`config.mk`:
```
export PLATFORM = sky130hd
export DESIGN_NAME = eth_phy_10g_rx_block_lock_ctrl
export DESIGN_NICKNAME = d
export VERILOG_FILES = /design/src/rtl/eth_phy_10g_rx_block_lock_ctrl.sv
export SDC_FILE = /design/constraint.sdc
export NUM_CORES = 1
export LEC_CHECK = 0
export BUFFER_PORTS_ARGS = -buffer_cell sky130_fd_sc_hd__buf_2
export CAP_MARGIN = 20
export CELL_PAD_IN_SITES_DETAIL_PLACEMENT = 0
export CELL_PAD_IN_SITES_GLOBAL_PLACEMENT = 2
export CORE_MARGIN = 3
export CORE_UTILIZATION = 30
export CTS_CLUSTER_SIZE = 10
export DETAILED_ROUTE_END_ITERATION = 10
export MAX_ROUTING_LAYER = met4
export PLACE_DENSITY_LB_ADDON = 0.05
export SLEW_MARGIN = 0
export SYNTH_ARGS = -nofsm -noshare
export SYNTH_HDL_FRONTEND = slang
export SYNTH_SLANG_ARGS = --single-unit
```
`constraint.sdc`:
```
create_clock -name clk -period 2.8 [get_ports clk]
set_input_delay 0.84 -clock clk [delete_from_list [all_inputs] [get_ports clk]]
set_output_delay 0.84 -clock clk [all_outputs]
set_load 0.02 [all_outputs]
```
`src/rtl/eth_phy_10g_rx_block_lock_ctrl.sv`:
```
// 10GBASE-R receive block-lock state machine: tracks sync headers, raises lock, requests bitslips.
// Optional RX_LOCK_STATS_EN macro adds saturating bitslip and lock-loss counters.
module eth_phy_10g_rx_block_lock_ctrl #(
    parameter int unsigned HDR_WIDTH        = 2,
    parameter int unsigned LOCK_CNT         = 64,
    parameter int unsigned ERR_LIMIT        = 16,
    parameter int unsigned SLIP_WAIT_CYCLES = 32
) (
    input  logic                 clk,
    input  logic                 rst,
    input  logic [HDR_WIDTH-1:0] i_serdes_rx_hdr,
    input  logic                 i_serdes_rx_hdr_valid,
`ifdef RX_LOCK_STATS_EN
    output logic [15:0]          o_slip_cnt,
    output logic [15:0]          o_lock_loss_cnt,
`endif
    output logic                 o_rx_block_lock,
    output logic                 o_serdes_rx_bitslip
);

    localparam int unsigned SH_W   = (LOCK_CNT > 1) ? $clog2(LOCK_CNT) : 1;
    localparam int unsigned INV_W  = $clog2(ERR_LIMIT + 1);
    localparam int unsigned WAIT_W = $clog2(SLIP_WAIT_CYCLES + 1);

    typedef enum logic [1:0] {
        ST_TEST      = 2'd0,
        ST_LOCKED    = 2'd1,
        ST_SLIP_WAIT = 2'd2
    } state_t;

    state_t             state_q, state_d;
    logic [SH_W-1:0]    sh_cnt_q, sh_cnt_d;
    logic [INV_W-1:0]   inv_cnt_q, inv_cnt_d;
    logic [WAIT_W-1:0]  wait_cnt_q, wait_cnt_d;
    logic               lock_q, lock_d;
    logic               slip_q, slip_d;

    logic hdr_good;
    logic window_end;
    logic err_limit_hit;

    // A sync header is valid when its two bits differ (01 or 10).
    assign hdr_good      = ^i_serdes_rx_hdr[1:0];
    assign window_end    = (sh_cnt_q == SH_W'(LOCK_CNT - 1));
    assign err_limit_hit = !hdr_good && (inv_cnt_q == INV_W'(ERR_LIMIT - 1));

    // Next-state and counter logic.
    always_comb begin
        state_d    = state_q;
        sh_cnt_d   = sh_cnt_q;
        inv_cnt_d  = inv_cnt_q;
        wait_cnt_d = wait_cnt_q;

        case (state_q)
            ST_TEST: begin
                if (i_serdes_rx_hdr_valid) begin
                    if (!hdr_good) begin
                        state_d    = ST_SLIP_WAIT;
                        sh_cnt_d   = '0;
                        wait_cnt_d = WAIT_W'(SLIP_WAIT_CYCLES);
                    end else if (window_end) begin
                        state_d   = ST_LOCKED;
                        sh_cnt_d  = '0;
                        inv_cnt_d = '0;
                    end else begin
                        sh_cnt_d = sh_cnt_q + SH_W'(1);
                    end
                end
            end
            ST_LOCKED: begin
                if (i_serdes_rx_hdr_valid) begin
                    if (err_limit_hit) begin
                        state_d    = ST_SLIP_WAIT;
                        sh_cnt_d   = '0;
                        inv_cnt_d  = '0;
                        wait_cnt_d = WAIT_W'(SLIP_WAIT_CYCLES);
                    end else if (window_end) begin
                        sh_cnt_d  = '0;
                        inv_cnt_d = '0;
                    end else begin
                        sh_cnt_d  = sh_cnt_q + SH_W'(1);
                        inv_cnt_d = inv_cnt_q + INV_W'(!hdr_good);
                    end
                end
            end
            ST_SLIP_WAIT: begin
                if (wait_cnt_q == WAIT_W'(1)) begin
                    state_d  = ST_TEST;
                    sh_cnt_d = '0;
                end
                wait_cnt_d = wait_cnt_q - WAIT_W'(1);
            end
            default: begin
                state_d    = ST_TEST;
                sh_cnt_d   = '0;
                inv_cnt_d  = '0;
                wait_cnt_d = '0;
            end
        endcase

        // Lock mirrors the next state; bitslip marks entry into the wait state.
        lock_d = (state_d == ST_LOCKED);
        slip_d = (state_d == ST_SLIP_WAIT) && (state_q != ST_SLIP_WAIT);
    end

    always_ff @(posedge clk) begin
        if (rst) begin
            state_q    <= ST_TEST;
            sh_cnt_q   <= '0;
            inv_cnt_q  <= '0;
            wait_cnt_q <= '0;
            lock_q     <= 1'b0;
            slip_q     <= 1'b0;
        end else begin
            state_q    <= state_d;
            sh_cnt_q   <= sh_cnt_d;
            inv_cnt_q  <= inv_cnt_d;
            wait_cnt_q <= wait_cnt_d;
            lock_q     <= lock_d;
            slip_q     <= slip_d;
        end
    end

    assign o_rx_block_lock     = lock_q;
    assign o_serdes_rx_bitslip = slip_q;

`ifdef RX_LOCK_STATS_EN
    logic [15:0] slip_cnt_q;
    logic [15:0] lock_loss_cnt_q;
    logic        lock_loss_ev;

    assign lock_loss_ev = (state_q == ST_LOCKED) && (state_d == ST_SLIP_WAIT);

    // Saturating event counters, updated alongside the registered event outputs.
    always_ff @(posedge clk) begin
        if (rst) begin
            slip_cnt_q      <= '0;
            lock_loss_cnt_q <= '0;
        end else begin
            if (slip_d && (slip_cnt_q != 16'hFFFF))
                slip_cnt_q <= slip_cnt_q + 16'd1;
            if (lock_loss_ev && (lock_loss_cnt_q != 16'hFFFF))
                lock_loss_cnt_q <= lock_loss_cnt_q + 16'd1;
        end
    end

    assign o_slip_cnt      = slip_cnt_q;
    assign o_lock_loss_cnt = lock_loss_cnt_q;
`endif

endmodule

```
Yosys cells after proc, flatten, opt, wreduce, memory -nomap -nowiden
Cells that the tools add are included.
- bits in registers: 21
- input bits: 5
- output and inout bits: 2
- $add $sub $neg: 3
- equality and inequality tests: 15
- muxes and demuxes: 26
- bitwise logic cells: 1
- reductions and logical operators: 8
- operators with widths (cell ; number):
    2-to-1 mux 6 bit ; 10
    case mux 6 bit (3 select lines) ; 2
    2-to-1 mux 5 bit ; 6
    != test 2 bit (second input constant) ; 8
    case mux 5 bit (3 select lines) ; 1
    2-to-1 mux 2 bit ; 6
    adder 6 x 1 -> 6 bit (second input constant) ; 1
    == test 6 x 1 -> 1 bit (second input constant) ; 1
    == test 6 bit (second input constant) ; 1
    case mux 2 bit (3 select lines) ; 1
    subtractor 6 x 1 -> 6 bit (second input constant) ; 1
    adder 5 x 1 -> 5 bit ; 1
    == test 5 x 4 -> 1 bit (second input constant) ; 1
    AND reduction 5 bit ; 1
    == test 2 x 1 -> 1 bit (second input constant) ; 2
    == test 2 bit (second input constant) ; 2
    AND reduction 4 bit ; 1
    AND reduction 3 bit ; 1
    logical AND 1 bit ; 2
    logical NOT 2 bit ; 1
    parity 2 bit ; 1
    logical NOT 1 bit ; 1
    inverter 1 bit ; 1

Longest topological paths before layout
- word-level depth: 8
- mapped depth: 8
- mapped depth without buffers: 8

Least setup slack after synthesis
Ideal clock, no wire load.
- path type: input-to-reg
- start point: input port i_serdes_rx_hdr[1]
- end point: register inv_cnt_q[4]
- setup time: 120 ps
- arrival time: 1987 ps
- data required time: 2680 ps
- slack: 693 ps
- stages: 7
- path buffers: 0
- cell sequence: xor2_2 > inv_1 > ha_1 > ha_1 > nand3_1 > nor4_1 > a211o_1
- word-level cells in the longest chain between the ends: 7
- RTL lines (element ; RTL line ; RTL):
    start, declared ; 11 ; input logic [HDR_WIDTH-1:0] i_serdes_rx_hdr,
    parity 2 bit (*) ; 43 ; assign hdr_good = ^i_serdes_rx_hdr[1:0];
    logical NOT 1 bit ; 45, 82 ;
    adder 5 x 1 -> 5 bit ; 82 ; inv_cnt_d = inv_cnt_q + INV_W'(!hdr_good);
    2-to-1 mux 5 bit ; 77 ; end else if (window_end) begin
    2-to-1 mux 5 bit ; 72 ; if (err_limit_hit) begin
    2-to-1 mux 5 bit ; 71 ; if (i_serdes_rx_hdr_valid) begin
    case mux 5 bit (3 select lines) ; 54 ; case (state_q)
    end signal, assigned ; 117 ; inv_cnt_q <= inv_cnt_d;
    end, declared ; 33 ; logic [INV_W-1:0] inv_cnt_q, inv_cnt_d;
Mark *: on every way between the ends. The rest lies on a longest branch, timed or not. The select of a mux whose other input is x is not followed.
A chain may end at the register's enable or synchronous reset.

Final worst setup path
Same ends and word-level chain as after synthesis.

==> results_dict.tcl <==
set metrics [dict create \
    grt_first_pass_wirelength_mm 4.86 \
    power.leakage_nw 0.516 \
    syn-cell-area_mm2 0.00121 \
    post-route-period-util_pct 74.3 \
    synth_top_area_share_pct 34.7 \
    area.growth.synth_to_final_pct 8.89 \
    drive_above_1_share_pct 16.9 \
    synth-xor-area-share_pct 1.34 \
    tritoncts "built" \
    crit_path_cell_trace "buf_2, xor2_2, inv_1, ha_1, ha_1, nand3_1, nor4_1, a211o_1" \
    remaining_drc_errors 0 \
    report.final.slew_viol_count 0 \
    tns_ns 0 \
    synth.yosys.seq_area_share_pct 34.7 \
    crit_family "adder cells" \
    floorplan.initialDensity_pct 32.1 \
    synthArstFlopShare_pct 0 \
    worstRegToRegCells 4 \
    worstPathMaxFanout 4 \
    max-vdd-ir-drop_v 0.000145 \
    drt-pass1-iter-count 4 \
    ctsResizeCount 0 \
    via_count_of_the_first_global_routing_pass 1039 \
    setup.worst_path.end_class "flip-flop" \
    synth_compound_gate_area_share_pct 27.9 \
    antenna_cells 0 \
    clockRootBuffer "sky130_fd_sc_hd__clkbuf_8" \
    result_of_the_run "completed" \
    clock_slew_seen_by_the_registers_of_the_worst_setup_and_hold_paths_ns 0.08 \
    dp_hpwl_mm 2.07 \
    grt_setup_unrepaired "no" \
    io_buffers 6 \
    final-setup-viol-count 0 \
    post-synth-top-area-cell "sky130_fd_sc_hd__dfxtp_1" \
    crit_required_ns 2.95 \
    layout.area.seq_um2 420 \
    synthSimpleGateAreaFrac_pct 25.4 \
    finalWorstPathRequiredPeriod_ns 2.08 \
    synth.area.top_cells "sky130_fd_sc_hd__dfxtp_1 35%, sky130_fd_sc_hd__ha_1 5.2%, sky130_fd_sc_hd__nand2_1 3.4%" \
    dr.first_iter.drc_count 21 \
    slew_headroom_pct 58.3 \
    max_stage_delay_ns 0.29 \
    worstSetupPathDepth 8 \
    yosys_register_bits 21 \
    power.density_cell_area_mw_per_mm2 499 \
    cts_max_path_buffers 2 \
    worstSetupPathType "primary input to flip-flop" \
    num_rows 22 \
    clock_latency_ns 0.26 \
    cts_setup_buffers 0 \
    fmax_ghz 0.481 \
    syn-mean-instance-area_um2 9.17 \
    route.final.wire_length_mm 2.83 \
    synthesis.yosys.warnings 0 \
    antenna_violating_nets_post_route 0 \
    height_of_the_die_um 69.5 \
    hold-path-cell-count 2 \
    arrival_ns 2.23 \
    post_synth_num_cell_types 49 \
    floorplan.die_area_mm2 0.00483 \
    post-synth-top-count-cell "sky130_fd_sc_hd__dfxtp_1" \
    cts.htree.levels 1 \
    core_mm2 0.00377 \
    cells_after_synth 132 \
    crit_path_frequent_cell "sky130_fd_sc_hd__ha_1" \
    synth_edf_count 0 \
    synth.cells.most_frequent "21 x sky130_fd_sc_hd__dfxtp_1, 11 x sky130_fd_sc_hd__nand2_1, 7 x sky130_fd_sc_hd__inv_1, 7 x sky130_fd_sc_hd__nor2_1, 7 x sky130_fd_sc_hd__nor3_1" \
    grt_start_max_net_pins 22 \
    routability_driven_placement_congestion_ratio 0.834 \
    viasPerCell 5.57 \
    finalNetCount 147 \
    timing.hold.worst.class "flip-flop to flip-flop" \
    top_level_ports 7 \
    synthFlopType "sky130_fd_sc_hd__dfxtp_1" \
    groute.usage.overall_pct 12.7 \
    crit_path_top_delay_cell "sky130_fd_sc_hd__a211o_1" \
    wire_per_inst_um 15.4 \
    die-width_um 69.5 \
    grt_overflow 0 \
    placedInstanceArea_mm2 0.00127 \
    cp_num_buf_inv 2 \
    worst_slew_pin_slew_ns 0.619 \
    hold_ws_ns 0.528 \
    filler_cell_count 391 \
    final_area_mm2 0.00132 \
    synth_mux_area_share_pct 0.931 \
    cp-start-kind "primary input" \
    combinational_family_with_the_most_area_after_synthesis "compound AO/OA/AOI/OAI gates" \
    hold_viol_final 0 \
    timing.reg2reg.setup_slack_ns 0.92 \
    multiInputGateArea_um2 736 \
    grt_antenna_before_repair 0 \
    share_of_synthesized_cell_area_in_full_adder_half_adder_and_majority_cells_pct 5.17 \
    maxCapViolations 0 \
    cts_made_buffers 3 \
    cts_hold_repair.buffers 0 \
    cts_num_sinks 21 \
    vias 1024 \
    postSynthNetCount 142 \
    finClkSkew_ns 0.00192 \
]
==> tightest hold or removal path: stages, from the launching register on <==
cell	delay [ns]
sky130_fd_sc_hd__dfxtp_1	0.35
sky130_fd_sc_hd__nand2b_1	0.08
sky130_fd_sc_hd__a21oi_1	0.05
==> metal layers <==
| layer | track usage (%) | up-vias | part of all wire (%) |
|---|---|---|---|
| li1 | - | 517 | - |
| met1 | 15.5 | 494 | 49 |
| met2 | 21.1 | 11 | 48 |
| met3 | 2.32 | 2 | 2.1 |
| met4 | 4.56 | 0 | 0.85 |
| met5 | - | - | 0 |
==> cell usage in the layout, fill, tap and decap left out, types with 2 or more instances in the layout <==
cell type,count
sky130_fd_sc_hd__clkbuf_8,3
sky130_fd_sc_hd__nor3b_1,2
sky130_fd_sc_hd__nand2_1,11
sky130_fd_sc_hd__nor2b_1,3
sky130_fd_sc_hd__buf_2,6
sky130_fd_sc_hd__nand2b_1,5
sky130_fd_sc_hd__o31ai_1,3
sky130_fd_sc_hd__a31oi_1,2
sky130_fd_sc_hd__nor2_1,7
sky130_fd_sc_hd__a21oi_1,5
sky130_fd_sc_hd__nor3_1,7
sky130_fd_sc_hd__a211oi_1,2
sky130_fd_sc_hd__nor4_1,4
sky130_fd_sc_hd__a211o_1,2
sky130_fd_sc_hd__ha_1,5
sky130_fd_sc_hd__inv_1,7
sky130_fd_sc_hd__a32o_1,2
sky130_fd_sc_hd__a22o_1,3
sky130_fd_sc_hd__nand3_1,4
sky130_fd_sc_hd__o32ai_1,4
sky130_fd_sc_hd__a311oi_1,2
sky130_fd_sc_hd__dfxtp_1,21
==> layout make-up <==
class                           instances  share of cell area (%)
Multi-Input combinational cell         98                    55.8
Timing Repair Buffer                    6                    2.28
Sequential cell                        21                    31.9
Inverter                                7                    1.99
Tap cell                               48                    4.56
Clock buffer                            4                    3.42
==> metrics by stage <==
step	cells	setup WS, ns	power [mW]	util [%]
floorplan	132	0.693	0.428	-
global placement	180	0.507	0.456	33.7
detailed placement	180	0.449	0.459	33.7
CTS	184	0.732	0.668	34.9
global route	184	0.667	0.701	34.9
finish	184	0.720	0.657	34.9
==> cell families after synthesis <==
kind of cell | Yosys count
xor+xnor | 1
buf+inv | 13
fa+ha+maj | 5
flops | 21
compound gates | 39
mux | 1
simple gates | 52
==> worst paths after layout <==
| path | from | endpoint |
|---|---|---|
| worst min register to register | sh_cnt_q[0] | sh_cnt_q[0] |
| worst max register to register | state_q[1] | sh_cnt_q[2] |
| worst min-delay path | sh_cnt_q[0] | sh_cnt_q[0] |
| worst max-delay path | i_serdes_rx_hdr[1] | inv_cnt_q[4] |
==> power breakdown <==
group | internal [mW] | switching (mW) | leakage (nW) | total, mW
logic | 0.0488 | 0.0721 | 0.323 | 0.121
registers | 0.312 | 0.0189 | 0.170 | 0.331
clock network | 0.101 | 0.104 | 0.0228 | 0.205
==> sequential cells by signal, indices dropped and copies added, names as in the netlist <==
| name | count |
|---|---|
| sh_cnt_q | 6 |
| o_serdes_rx_bitslip | 1 |
| inv_cnt_q | 5 |
| wait_cnt_q | 6 |
| o_rx_block_lock | 1 |
| state_q | 2 |
(Power assumes the default switching activity.)
